### config.mk
export PLATFORM = sky130hd
export DESIGN_NAME = instr_fetch
export DESIGN_NICKNAME = d
export VERILOG_FILES = /design/src/rtl/instr_fetch.sv
export SDC_FILE = /design/constraint.sdc
export NUM_CORES = 1
export LEC_CHECK = 0
export ABC_AREA = 0
export BUFFER_PORTS_ARGS = -buffer_cell sky130_fd_sc_hd__clkbuf_2
export CORE_MARGIN = 1
export CORE_UTILIZATION = 45
export CTS_CLUSTER_DIAMETER = 50
export DETAILED_ROUTE_END_ITERATION = 10
export GPL_ROUTABILITY_DRIVEN = 0
export GPL_TIMING_DRIVEN = 0
export PLACE_DENSITY = 0.8
export SETUP_SLACK_MARGIN = 0.4
export SLEW_MARGIN = 20
export SYNTH_ARGS = -nofsm -noshare
export SYNTH_HDL_FRONTEND = slang
export SYNTH_SLANG_ARGS = --single-unit
### constraint.sdc
create_clock -name clk -period 3.4 [get_ports clk]
set_clock_uncertainty 0.2 [all_clocks]
set_input_delay 0.34 -clock clk [delete_from_list [all_inputs] [get_ports clk]]
set_output_delay 0.34 -clock clk [all_outputs]
set_load 0.01 [all_outputs]
### src/rtl/instr_fetch.sv
// Instruction fetch: holds the PC, fetches words over a single-outstanding imem handshake and
// hands them to decode. Optional MISALIGN_TRAP_EN traps on misaligned redirect targets.
`timescale 1ns/1ps

// state | meaning
// FETCH | issue request for pc
// WAIT  | request outstanding, counting towards timeout
// HOLD  | word presented to decode, waiting for ins_ready
// ERR   | sticky error, only rst leaves
module instr_fetch #(
  parameter logic [31:0] RESET_PC = 32'h0000_0000,
  parameter int          TIMEOUT  = 255
) (
  input  logic        clk,
  input  logic        rst,
  output logic        imem_req,
  output logic [31:0] imem_addr,
  input  logic        imem_rvalid,
  input  logic [31:0] imem_rdata,
  output logic [31:0] ins,
  output logic [31:0] ins_pc,
  output logic        ins_valid,
  input  logic        ins_ready,
  input  logic        pc_sel,
  input  logic [31:0] br_target,
  output logic        fetch_err,
  output logic [31:0] fetch_cnt
);

  typedef enum logic [1:0] {FETCH, WAIT, HOLD, ERR} state_t;

  localparam logic [7:0] TIMEOUT_CNT = 8'(TIMEOUT);

  state_t      state;
  logic [31:0] pc;
  logic [7:0]  wait_cnt;
  logic        handshake;
  logic        trap;
  logic [31:0] next_pc;

  assign handshake = (state == HOLD) && ins_ready;
  assign next_pc   = pc_sel ? (br_target & 32'hFFFF_FFFC) : pc + 32'd4;

`ifdef MISALIGN_TRAP_EN
  assign trap = handshake && pc_sel && (br_target[1:0] != 2'b00);
`else
  assign trap = 1'b0;
`endif

  // Request is combinational so a consumed word can launch the next fetch in the same cycle.
  always_comb begin
    imem_req  = 1'b0;
    imem_addr = pc;
    if (rst) begin
      imem_addr = RESET_PC;
    end else begin
      case (state)
        FETCH: imem_req = 1'b1;
        HOLD: begin
          if (handshake && !trap) begin
            imem_req  = 1'b1;
            imem_addr = next_pc;
          end
        end
        default: ;
      endcase
    end
  end

  always_ff @(posedge clk) begin
    if (rst) begin
      state     <= FETCH;
      pc        <= RESET_PC;
      ins       <= 32'h0;
      ins_pc    <= 32'h0;
      ins_valid <= 1'b0;
      fetch_err <= 1'b0;
      fetch_cnt <= 32'h0;
      wait_cnt  <= 8'h0;
    end else begin
      case (state)
        FETCH: state <= WAIT;
        WAIT: begin
          if (imem_rvalid) begin
            ins       <= imem_rdata;
            ins_pc    <= pc;
            ins_valid <= 1'b1;
            wait_cnt  <= 8'h0;
            state     <= HOLD;
          end else if (wait_cnt == TIMEOUT_CNT - 8'd1) begin
            fetch_err <= 1'b1;
            wait_cnt  <= 8'h0;
            state     <= ERR;
          end else begin
            wait_cnt <= wait_cnt + 8'd1;
          end
        end
        HOLD: begin
          if (handshake) begin
            fetch_cnt <= fetch_cnt + 32'd1;
            ins_valid <= 1'b0;
            if (trap) begin
              // keep the raw target so the faulting address is visible
              fetch_err <= 1'b1;
              pc        <= br_target;
              state     <= ERR;
            end else begin
              pc    <= next_pc;
              state <= WAIT;
            end
          end
        end
        ERR: begin
          ins_valid <= 1'b0;
          fetch_err <= 1'b1;
        end
        default: state <= ERR;
      endcase
    end
  end

endmodule
==> impl_metrics.py, run 1 <==
metrics = {
    "die": {
        "fp.dieH_um": 122,
        "rows": 43,
        "dieWidth_um": 122,
        "start_util": 0.464,
        "ioPinCount": 200,
        "dieArea_um2": 14800,
        "coreArea_um2": 13900,
    },
    "setup_path": {
        "required_ns": 2.86,
        "critPathMaxStageDelay_ns": 0.31,
        "cp_top_family": "buffers and inverters",
        "worstPathArrival_ns": 2.39,
        "rr_endpoint": "fetch_cnt[28]$_SDFFE_PP0P_",
        "worst-path-buf-inv": 5,
        "r2r_cells": 7,
        "end_kind": "primary output",
        "critPathKind": "reg2out",
        "worstPathMaxFanout": 10,
        "r2r_start": "fetch_cnt[0]$_SDFFE_PP0P_",
        "cpMostUsedCell": "buf_4",
        "crit_slowest_cell": "clkbuf_4",
        "worstSetupPathDepth": 8,
        "cp-start-kind": "register",
        "rrSetupSlack_ns": 1.24,
        "cp_cell_sequence": "buf_4 > and3b_1 > buf_4 > buf_2 > clkbuf_4 > nand2_1 > a21oi_1 > clkbuf_2",
    },
    "sta": {
        "rsz0062_at_grt": "yes",
        "tightest_slew_ns": 0.664,
        "post-route-min-period_ns": 2.93,
        "timing.final.crit_share": 0.861,
        "timing.final.hold_violations": 0,
        "finalSetupTns_ns": 0,
        "timing.fmax_mhz": 341,
        "setup_viol": 0,
        "maxSlewViolCount": 0,
        "relSlewSlack": 0.557,
    },
    "power_and_ir_drop": {
        "power.density_nw_per_um2": 438,
        "ir_drop_mv": 0.323,
        "p_leak_nw": 3.56,
    },
    "global_route": {
        "overflow": 0,
        "track_usage": 0.280,
        "grt_pass1_vias": 6512,
        "grt_max_degree": 17,
        "antenna_found_initial": 0,
        "grt_pass1_wl_um": 32100,
    },
    "synth": {
        "ys.flop_type": "dfxtp_1",
        "syn_area_um2": 6460,
        "synthesis.nets": 874,
        "async_flop_share": 0,
        "synth_cells": 801,
        "ys_warn_count": 0,
        "synth.yosys.seq_area_share": 0.434,
        "ys_ff_latch": 140,
        "yosysUniqueCellTypes": 64,
        "avgSynthCellArea_um2": 8.06,
        "synth-edff-count": 0,
    },
    "clock_network": {
        "cts_sinks": 140,
        "clockRootBuffer": "clkbuf_16",
        "cts_buffer_depth": 2,
        "cts_tree": "built",
        "clk_pin_slew_ns": 0.06,
        "htree_num_levels": 4,
        "clock_latency_ns": 0.43,
        "cts_buffers": 17,
    },
    "flow_run": {
        "max_cap_violations": 0,
    },
    "cells_and_area": {
        "antenna_cells": 0,
        "syn2layout_area_growth_pct": 33.4,
        "most-common-layout-cells": "clkbuf_2, nand2_1, dfxtp_1, a21oi_1, nor2_1",
        "nNetsFinal": 1127,
        "drive_gt1_frac": 0.271,
        "final_common_cell": "clkbuf_2",
        "nFillCells": 1222,
        "layout.cells.non_filler": 1245,
    },
    "detailed_routing": {
        "finalWirelength_um": 21100,
        "vias": 6976,
        "wl_per_cell_um": 16.9,
        "antenna_left": 0,
        "drc_errors": 0,
        "first_iter_violations": 538,
        "detail_route.first_pass.iterations": 5,
        "via_per_inst": 5.60,
    },
    "placed_design": {
        "io_buffers": 196,
        "hpwl_um": 14600,
        "place_inst": 1177,
    },
    "run_status": {
        "status": "finished, final reports clean",
    },
    "hold_path": {
        "hold_path.class": "in2reg",
        "whs_endpoint": "pc[19]$_DFF_P_",
        "min_delay_path_depth": 3,
        "hp-start": "br_target[19]",
    },
}
[area by class of cell]
cell class                 count  area, um^2  area share
buffer                        54         297      0.0344
clock buffer                  22         464      0.0539
clock inverter                 8        70.1     0.00813
inverter                      10        37.5     0.00436
multi-input combinational    597        3370       0.391
sequential                   140        2810       0.326
tap                          180         225      0.0261
timing repair buffer         234        1350       0.156
[registers in the layout (all words and copies together), names as in the netlist]
register,flops
wait_cnt,8
fetch_err,1
pc,32
ins,32
fetch_cnt,32
ins_valid,1
ins_pc,32
state,2
[cells in the mapped netlist (all sizes together) (2+ instances only)]
library cell	n	area share
o31ai	2	0.0023
a21oi	102	0.079
nand4b	2	0.0027
and4	11	0.015
clkbuf	32	0.024
o22ai	4	0.0039
a211oi	6	0.0070
nand4	21	0.032
dfxtp	140	0.43
nor2b	9	0.0087
o41ai	3	0.0041
nand2	173	0.10
a32o	7	0.011
nand3b	2	0.0023
a311oi	3	0.0041
ha	4	0.0077
buf	22	0.021
xor2	10	0.014
xnor2	11	0.015
nor2	59	0.034
o21ai	31	0.024
and3	13	0.014
and2	6	0.0062
o311ai	3	0.0041
a22oi	5	0.0058
mux2i	8	0.012
a22o	2	0.0027
a31oi	6	0.0058
or3	12	0.012
inv	10	0.0058
or2	2	0.0019
nor4	18	0.027
nor3	20	0.017
nand3	30	0.024
[worst register-to-register path, cell delays in order, from the launching register on]
cell and delay (ns):
dfxtp_1 0.46, ha_1 0.24, and4_1 0.30, nand4_4 0.14, buf_6 0.17, nor4_2 0.29
xnor2_1 0.16, nor2_1 0.05
[where the power goes]
part,internal (mW),switching [mW]
clock network,1.03,0.693
logic,0.141,0.214
registers,1.68,0.0270
total,2.84,0.934
[cell families (layout without fill, tap and decap cells)]
kind of cell / count (synthesis) / after routing / share of synthesized area
buffers and inverters: 64 / 328 / 0.0508
AND/OR/NAND/NOR: 382 / 382 / 0.302
multiplexers: 8 / 8 / 0.0124
adder cells (fa/ha/maj): 4 / 4 / 0.00775
flip-flops: 140 / 140 / 0.434
AO/OA/AOI/OAI: 182 / 182 / 0.164
XOR/XNOR: 21 / 21 / 0.0285
[routing by layer]
metal | wire length (um) | GRT usage | vias up
li1 | - | - | 3328
met1 | 8390 | 0.324 | 3236
met2 | 9820 | 0.459 | 359
met3 | 2340 | 0.103 | 53
met4 | 520 | 0.130 | 0
met5 | 0 | 0 | -
[metrics by stage]
stage                util  hold WS, ns  setup slack (ns)  cell area [um^2]  total power [mW]
CTS                 0.615      0.00443             0.419              8560              3.78
detailed placement  0.550        0.241             0.537              7660              2.05
finish              0.618       0.0302             0.471              8620              3.78
global route        0.618       0.0314             0.362              8620              3.90
floorplan               -        0.227              1.00              6460              1.91
global placement    0.550        0.235             0.562              7660              2.05
[how the worst max path moves through the flow]
stage                               start       endpoint  slack, ns
floorplan                   pc[2]$_DFF_P_  imem_addr[30]       1.00
global placement            pc[2]$_DFF_P_  imem_addr[30]       0.56
detailed placement          pc[2]$_DFF_P_  imem_addr[30]       0.54
CTS                         pc[2]$_DFF_P_  imem_addr[30]       0.42
global route                pc[3]$_DFF_P_  imem_addr[30]       0.36
finish              state[1]$_SDFFE_PP0P_  imem_addr[27]       0.47
[what timing repair did]
action                                 in CTS  in global routing
hold buffers                               32                  0
setup endpoints to repair                   3                 13
buffers inserted                            4                  2
pin swaps                                   4                  4
endpoints found under the hold margin      32                  0
gates resized for setup                     6                 11
(Power assumes the default switching activity.)
==> inputs of run 2 (changes only) <==
--- a/config.mk
+++ b/config.mk
@@ -10,5 +10,7 @@
 export CORE_MARGIN = 1
 export CORE_UTILIZATION = 45
+export CTS_BUF_LIST = sky130_fd_sc_hd__clkbuf_16
 export CTS_CLUSTER_DIAMETER = 50
+export CTS_CLUSTER_SIZE = 8
 export DETAILED_ROUTE_END_ITERATION = 10
 export GPL_ROUTABILITY_DRIVEN = 0
==> constraint.sdc (replaced) <==
create_clock -name clk -period 3.4 [get_ports clk]
set_clock_uncertainty 0.2 [all_clocks]
set_input_delay 0.17 -clock clk [delete_from_list [all_inputs] [get_ports clk]]
set_output_delay 0.17 -clock clk [all_outputs]
set_load 0.01 [all_outputs]
==> impl_metrics.py, run 2 (synthesized netlist as in run 1, its figures left out) <==
metrics = {
    "global_route": {
        "track_usage": 0.285,
        "grt_max_degree": 17,
        "grt_pass1_vias": 6585,
        "overflow": 0,
        "antenna_found_initial": 0,
        "grt_pass1_wl_um": 32700,
    },
    "hold_path": {
        "hold_path.class": "in2reg",
    },
    "power_and_ir_drop": {
        "pwr-share-clk": 0.444,
        "power.switching_uw": 936,
        "power.density_nw_per_um2": 427,
        "p_int_mw": 2.81,
        "p_leak_nw": 3.62,
        "ir_drop_mv": 0.330,
        "pwr-share-comb": 0.101,
        "p_seq_frac": 0.455,
        "switching_share": 0.250,
        "p_total_mw": 3.74,
    },
    "die": {
        "fp.dieH_um": 122,
        "coreArea_um2": 13900,
        "dieArea_um2": 14800,
        "rows": 43,
        "start_util": 0.464,
        "dieWidth_um": 122,
        "ioPinCount": 200,
    },
    "clock_network": {
        "cts_tree": "built",
        "clock_latency_ns": 0.42,
        "clk_pin_slew_ns": 0.06,
        "cts_sinks": 140,
        "clockRootBuffer": "clkbuf_16",
        "cts_buffer_depth": 2,
        "cts_buffers": 17,
        "htree_num_levels": 4,
    },
    "placed_design": {
        "place_inst": 1177,
        "io_buffers": 196,
        "placed_area_um2": 7660,
        "hpwl_um": 14600,
    },
    "cells_and_area": {
        "final_common_cell": "clkbuf_2",
        "drive_gt1_frac": 0.254,
        "syn2layout_area_growth_pct": 35.7,
        "nFillCells": 1208,
        "most-common-layout-cells": "clkbuf_2, nand2_1, dfxtp_1, a21oi_1, nor2_1",
        "antenna_cells": 0,
        "layout.cells.non_filler": 1264,
        "final_area_um2": 8760,
        "nNetsFinal": 1146,
    },
    "detailed_routing": {
        "drc_errors": 0,
        "vias": 7098,
        "detail_route.first_pass.iterations": 6,
        "finalWirelength_um": 21300,
        "first_iter_violations": 562,
        "antenna_left": 0,
        "via_per_inst": 5.62,
        "wl_per_cell_um": 16.9,
    },
    "sta": {
        "setup_viol": 0,
        "rsz0062_at_grt": "no",
        "relSlewSlack": 0.553,
        "tightest_slew_ns": 0.671,
        "timing.fmax_mhz": 352,
        "hold_ws_ns": 0.0167,
        "finalSetupTns_ns": 0,
        "post-route-min-period_ns": 2.84,
        "maxSlewViolCount": 0,
        "timing.final.hold_violations": 0,
        "timing.final.crit_share": 0.834,
    },
    "run_status": {
        "status": "finished, final reports clean",
    },
    "setup_path": {
        "end_kind": "primary output",
        "critPathKind": "reg2out",
        "worstPathArrival_ns": 2.47,
        "required_ns": 3.03,
        "cp-start-kind": "register",
        "worstPathMaxFanout": 7,
    },
    "flow_run": {
        "max_cap_violations": 0,
    },
}
## run 2: through the flow
stage               setup slack [ns]   util
detailed placement             0.707  0.550
floorplan                       1.16      -
CTS                            0.449  0.628
global placement               0.732  0.550
global route                   0.455  0.629
finish                         0.563  0.629
## run 2: routing by layer
metal	GRT usage	share of wire	vias to the layer above
met5	0	0	-
met1	0.330	0.40	3283
met2	0.475	0.47	388
met4	0.127	0.023	0
li1	-	-	3371
met3	0.0950	0.11	56
## run 2: what timing repair did
item                       CTS  global route
buffers inserted             1             0
hold endpoints to repair    60             0
hold buffers                56             0
setup endpoints to repair    1             2
gates resized for setup      1             6
pin swaps                    1             2
## run 2: layout make-up
cell class / count / area, um^2 / area share
plain buffers: 54 / 292 / 0.0333
clock buffers: 17 / 425 / 0.0486
clock inverters: 13 / 88.8 / 0.0101
inverters: 10 / 37.5 / 0.00428
multi-input cells: 597 / 3340 / 0.381
flip-flops and latches: 140 / 2810 / 0.320
well taps: 180 / 225 / 0.0257
repair buffers: 253 / 1550 / 0.177
## run 2: final timing paths
check / start / to / slack [ns] / depth (start not counted)
min reg2reg: fetch_err$_SDFFE_PP0P_ / fetch_err$_SDFFE_PP0P_ / 0.25 / 2
min: br_target[15] / pc[15]$_DFF_P_ / 0.02 / 4
max: pc[10]$_DFF_P_ / imem_addr[27] / 0.56 / 6
max reg2reg: state[1]$_SDFFE_PP0P_ / pc[6]$_DFF_P_ / 1.19 / 7
## run 2: power by group through the flow
| stage | combinational, mW | clock, mW | sequential, mW |
|---|---|---|---|
| 2_1_floorplan | 0.170 | 0 | 1.74 |
| 3_3_place_gp | 0.313 | 0 | 1.73 |
| 3_5_place_dp | 0.317 | 0 | 1.74 |
| 4_1_cts | 0.370 | 1.68 | 1.70 |
| 5_1_grt | 0.409 | 1.75 | 1.71 |
| 6_report | 0.377 | 1.66 | 1.70 |
## run 2: critical path, cell delays in order (launching register included)
cell and delay, ns:
dfxtp_1 0.45, nand4_1 0.30, nor4_4 0.55, a32o_1 0.24
nand2_1 0.06, a21oi_1 0.26, clkbuf_2 0.18
==> inputs of run 3 (changes only) <==
- clock period: 3.4 -> 2.95 ns (I/O delays scaled with it)
==> impl_metrics.py, run 3 (synthesized netlist as in run 1, its figures left out) <==
metrics = {
    "sta": {
        "timing.fmax_mhz": 361,
        "hold_ws_ns": 0.0176,
        "layout_setup_ws_ns": 0.179,
        "finalSetupTns_ns": 0,
        "tightest_slew_ns": 0.700,
        "maxSlewViolCount": 0,
        "rsz0062_at_grt": "yes",
        "post-route-min-period_ns": 2.77,
        "timing.final.crit_share": 0.939,
        "timing.final.hold_violations": 0,
        "relSlewSlack": 0.533,
        "setup_viol": 0,
    },
    "setup_path": {
        "cp-start-kind": "register",
        "cp_top_family": "compound AO/OA/AOI/OAI gates",
        "r2r_cells": 7,
        "end_kind": "primary output",
        "worstPathArrival_ns": 2.42,
        "rr_endpoint": "pc[20]$_DFF_P_",
        "critPathMaxStageDelay_ns": 0.49,
        "rrSetupSlack_ns": 0.77,
        "worstPathMaxFanout": 5,
        "worst-path-buf-inv": 3,
        "crit_slowest_cell": "o311ai_0",
        "required_ns": 2.60,
        "r2r_start": "pc[2]$_DFF_P_",
        "critPathKind": "reg2out",
        "cp_cell_sequence": "buf_6 > ha_4 > and3_4 > nand4_4 > buf_4 > o311ai_0 > a21oi_1 > clkbuf_2",
    },
    "run_status": {
        "status": "finished, final reports clean",
    },
    "hold_path": {
        "hold_path.class": "in2reg",
        "whs_endpoint": "pc[26]$_DFF_P_",
        "hp-start": "br_target[26]",
        "min_delay_path_depth": 4,
    },
    "clock_network": {
        "cts_buffers": 17,
        "htree_num_levels": 4,
        "cts_tree": "built",
        "cts_sinks": 140,
        "clockRootBuffer": "clkbuf_16",
        "cts_buffer_depth": 2,
        "clk_pin_slew_ns": 0.06,
        "clock_latency_ns": 0.43,
    },
    "placed_design": {
        "pre_cts_ws_ns": 0.280,
        "place_inst": 1177,
        "io_buffers": 196,
        "hpwl_um": 14600,
        "placed_area_um2": 7660,
    },
    "global_route": {
        "grt_pass1_wl_um": 33300,
        "grt_max_degree": 17,
        "grt_pass1_vias": 6790,
        "overflow": 0,
        "antenna_found_initial": 0,
        "track_usage": 0.292,
    },
    "cells_and_area": {
        "nNetsFinal": 1172,
        "syn2layout_area_growth_pct": 43.4,
        "most-common-layout-cells": "clkbuf_2, nand2_1, dfxtp_1, a21oi_1, nor2_1",
        "final_common_cell": "clkbuf_2",
        "layout.cells.non_filler": 1290,
        "utilization": 0.665,
        "drive_gt1_frac": 0.310,
        "final_area_um2": 9260,
        "antenna_cells": 0,
    },
    "die": {
        "dieWidth_um": 122,
        "fp.dieH_um": 122,
        "ioPinCount": 200,
        "coreArea_um2": 13900,
        "rows": 43,
        "dieArea_um2": 14800,
        "start_util": 0.464,
    },
    "power_and_ir_drop": {
        "pwr-share-comb": 0.108,
        "p_seq_frac": 0.452,
        "p_int_mw": 3.25,
        "power.switching_mw": 1.09,
        "power.density_nw_per_um2": 469,
        "ir_drop_mv": 0.384,
        "switching_share": 0.252,
        "p_total_mw": 4.35,
        "pwr-share-clk": 0.441,
        "p_leak_nw": 3.88,
    },
    "detailed_routing": {
        "finalWirelength_um": 22400,
        "wl_per_cell_um": 17.4,
        "detail_route.first_pass.iterations": 6,
        "via_per_inst": 5.70,
        "drc_errors": 0,
        "vias": 7358,
        "antenna_left": 0,
        "first_iter_violations": 717,
    },
    "flow_run": {
        "max_cap_violations": 0,
    },
}
==> run 3: cell types whose count changed in the layout (fill, tap and decap cells not counted), sizes merged <==
cell	before	now
clkbuf	244	235
buf	24	57
dlygate4sd3	56	58
==> run 3: how the worst max path moves through the flow <==
stage | startpoint | slack [ns] | depth (start not counted) | endpoint
3_5_place_dp | pc[2]$_DFF_P_ | 0.28 | 7 | imem_addr[30]
6_report | pc[2]$_DFF_P_ | 0.18 | 8 | imem_addr[20]
2_1_floorplan | pc[2]$_DFF_P_ | 0.71 | 6 | pc[30]$_DFF_P_
3_3_place_gp | pc[2]$_DFF_P_ | 0.30 | 7 | imem_addr[30]
4_1_cts | pc[2]$_DFF_P_ | 0.27 | 7 | imem_addr[30]
5_1_grt | pc[2]$_DFF_P_ | 0.14 | 8 | imem_addr[20]
==> run 3: power groups by stage <==
stage,clock [mW],sequential (mW),combinational [mW]
floorplan,0,2.01,0.196
global placement,0,2.00,0.361
detailed placement,0,2.00,0.365
CTS,1.93,1.96,0.440
global route,2.02,1.97,0.500
finish,1.92,1.96,0.467
==> run 3: cell type report <==
| cell class | count | area, um^2 |
|---|---|---|
| inverter | 10 | 37.5 |
| multi-input combinational | 597 | 3560 |
| timing repair buffer | 279 | 1780 |
| tap | 180 | 225 |
| fill | 1126 | 4670 |
| clock buffer | 17 | 425 |
| sequential | 140 | 2830 |
| buffer | 54 | 315 |
| clock inverter | 13 | 88.8 |
==> run 3: repair_timing <==
item / 4_1_cts / 5_1_grt
hold endpoints to repair: 63 / 0
gates resized for setup: 35 / 61
cloned: 1 / 0
pin swaps: 11 / 24
hold buffers: 58 / 0
setup buffers: 16 / 8
setup endpoints to repair: 30 / 23
==> run 3: layer usage <==
layer  up-vias  share of wire  global-route usage
li1       3430              -                   -
met1      3414           0.40               0.334
met2       423           0.47               0.481
met3        91           0.10               0.107
met4         0          0.028               0.135
met5         -              0                   0
==> run 3: worst reg2reg max path, cell delays in order (launching register included) <==
cell      delay, ns
dfxtp_4        0.36
buf_6          0.11
ha_4           0.14
and3_4         0.22
nand4_4        0.13
buf_4          0.20
o311ai_0       0.49
a21oi_1        0.18
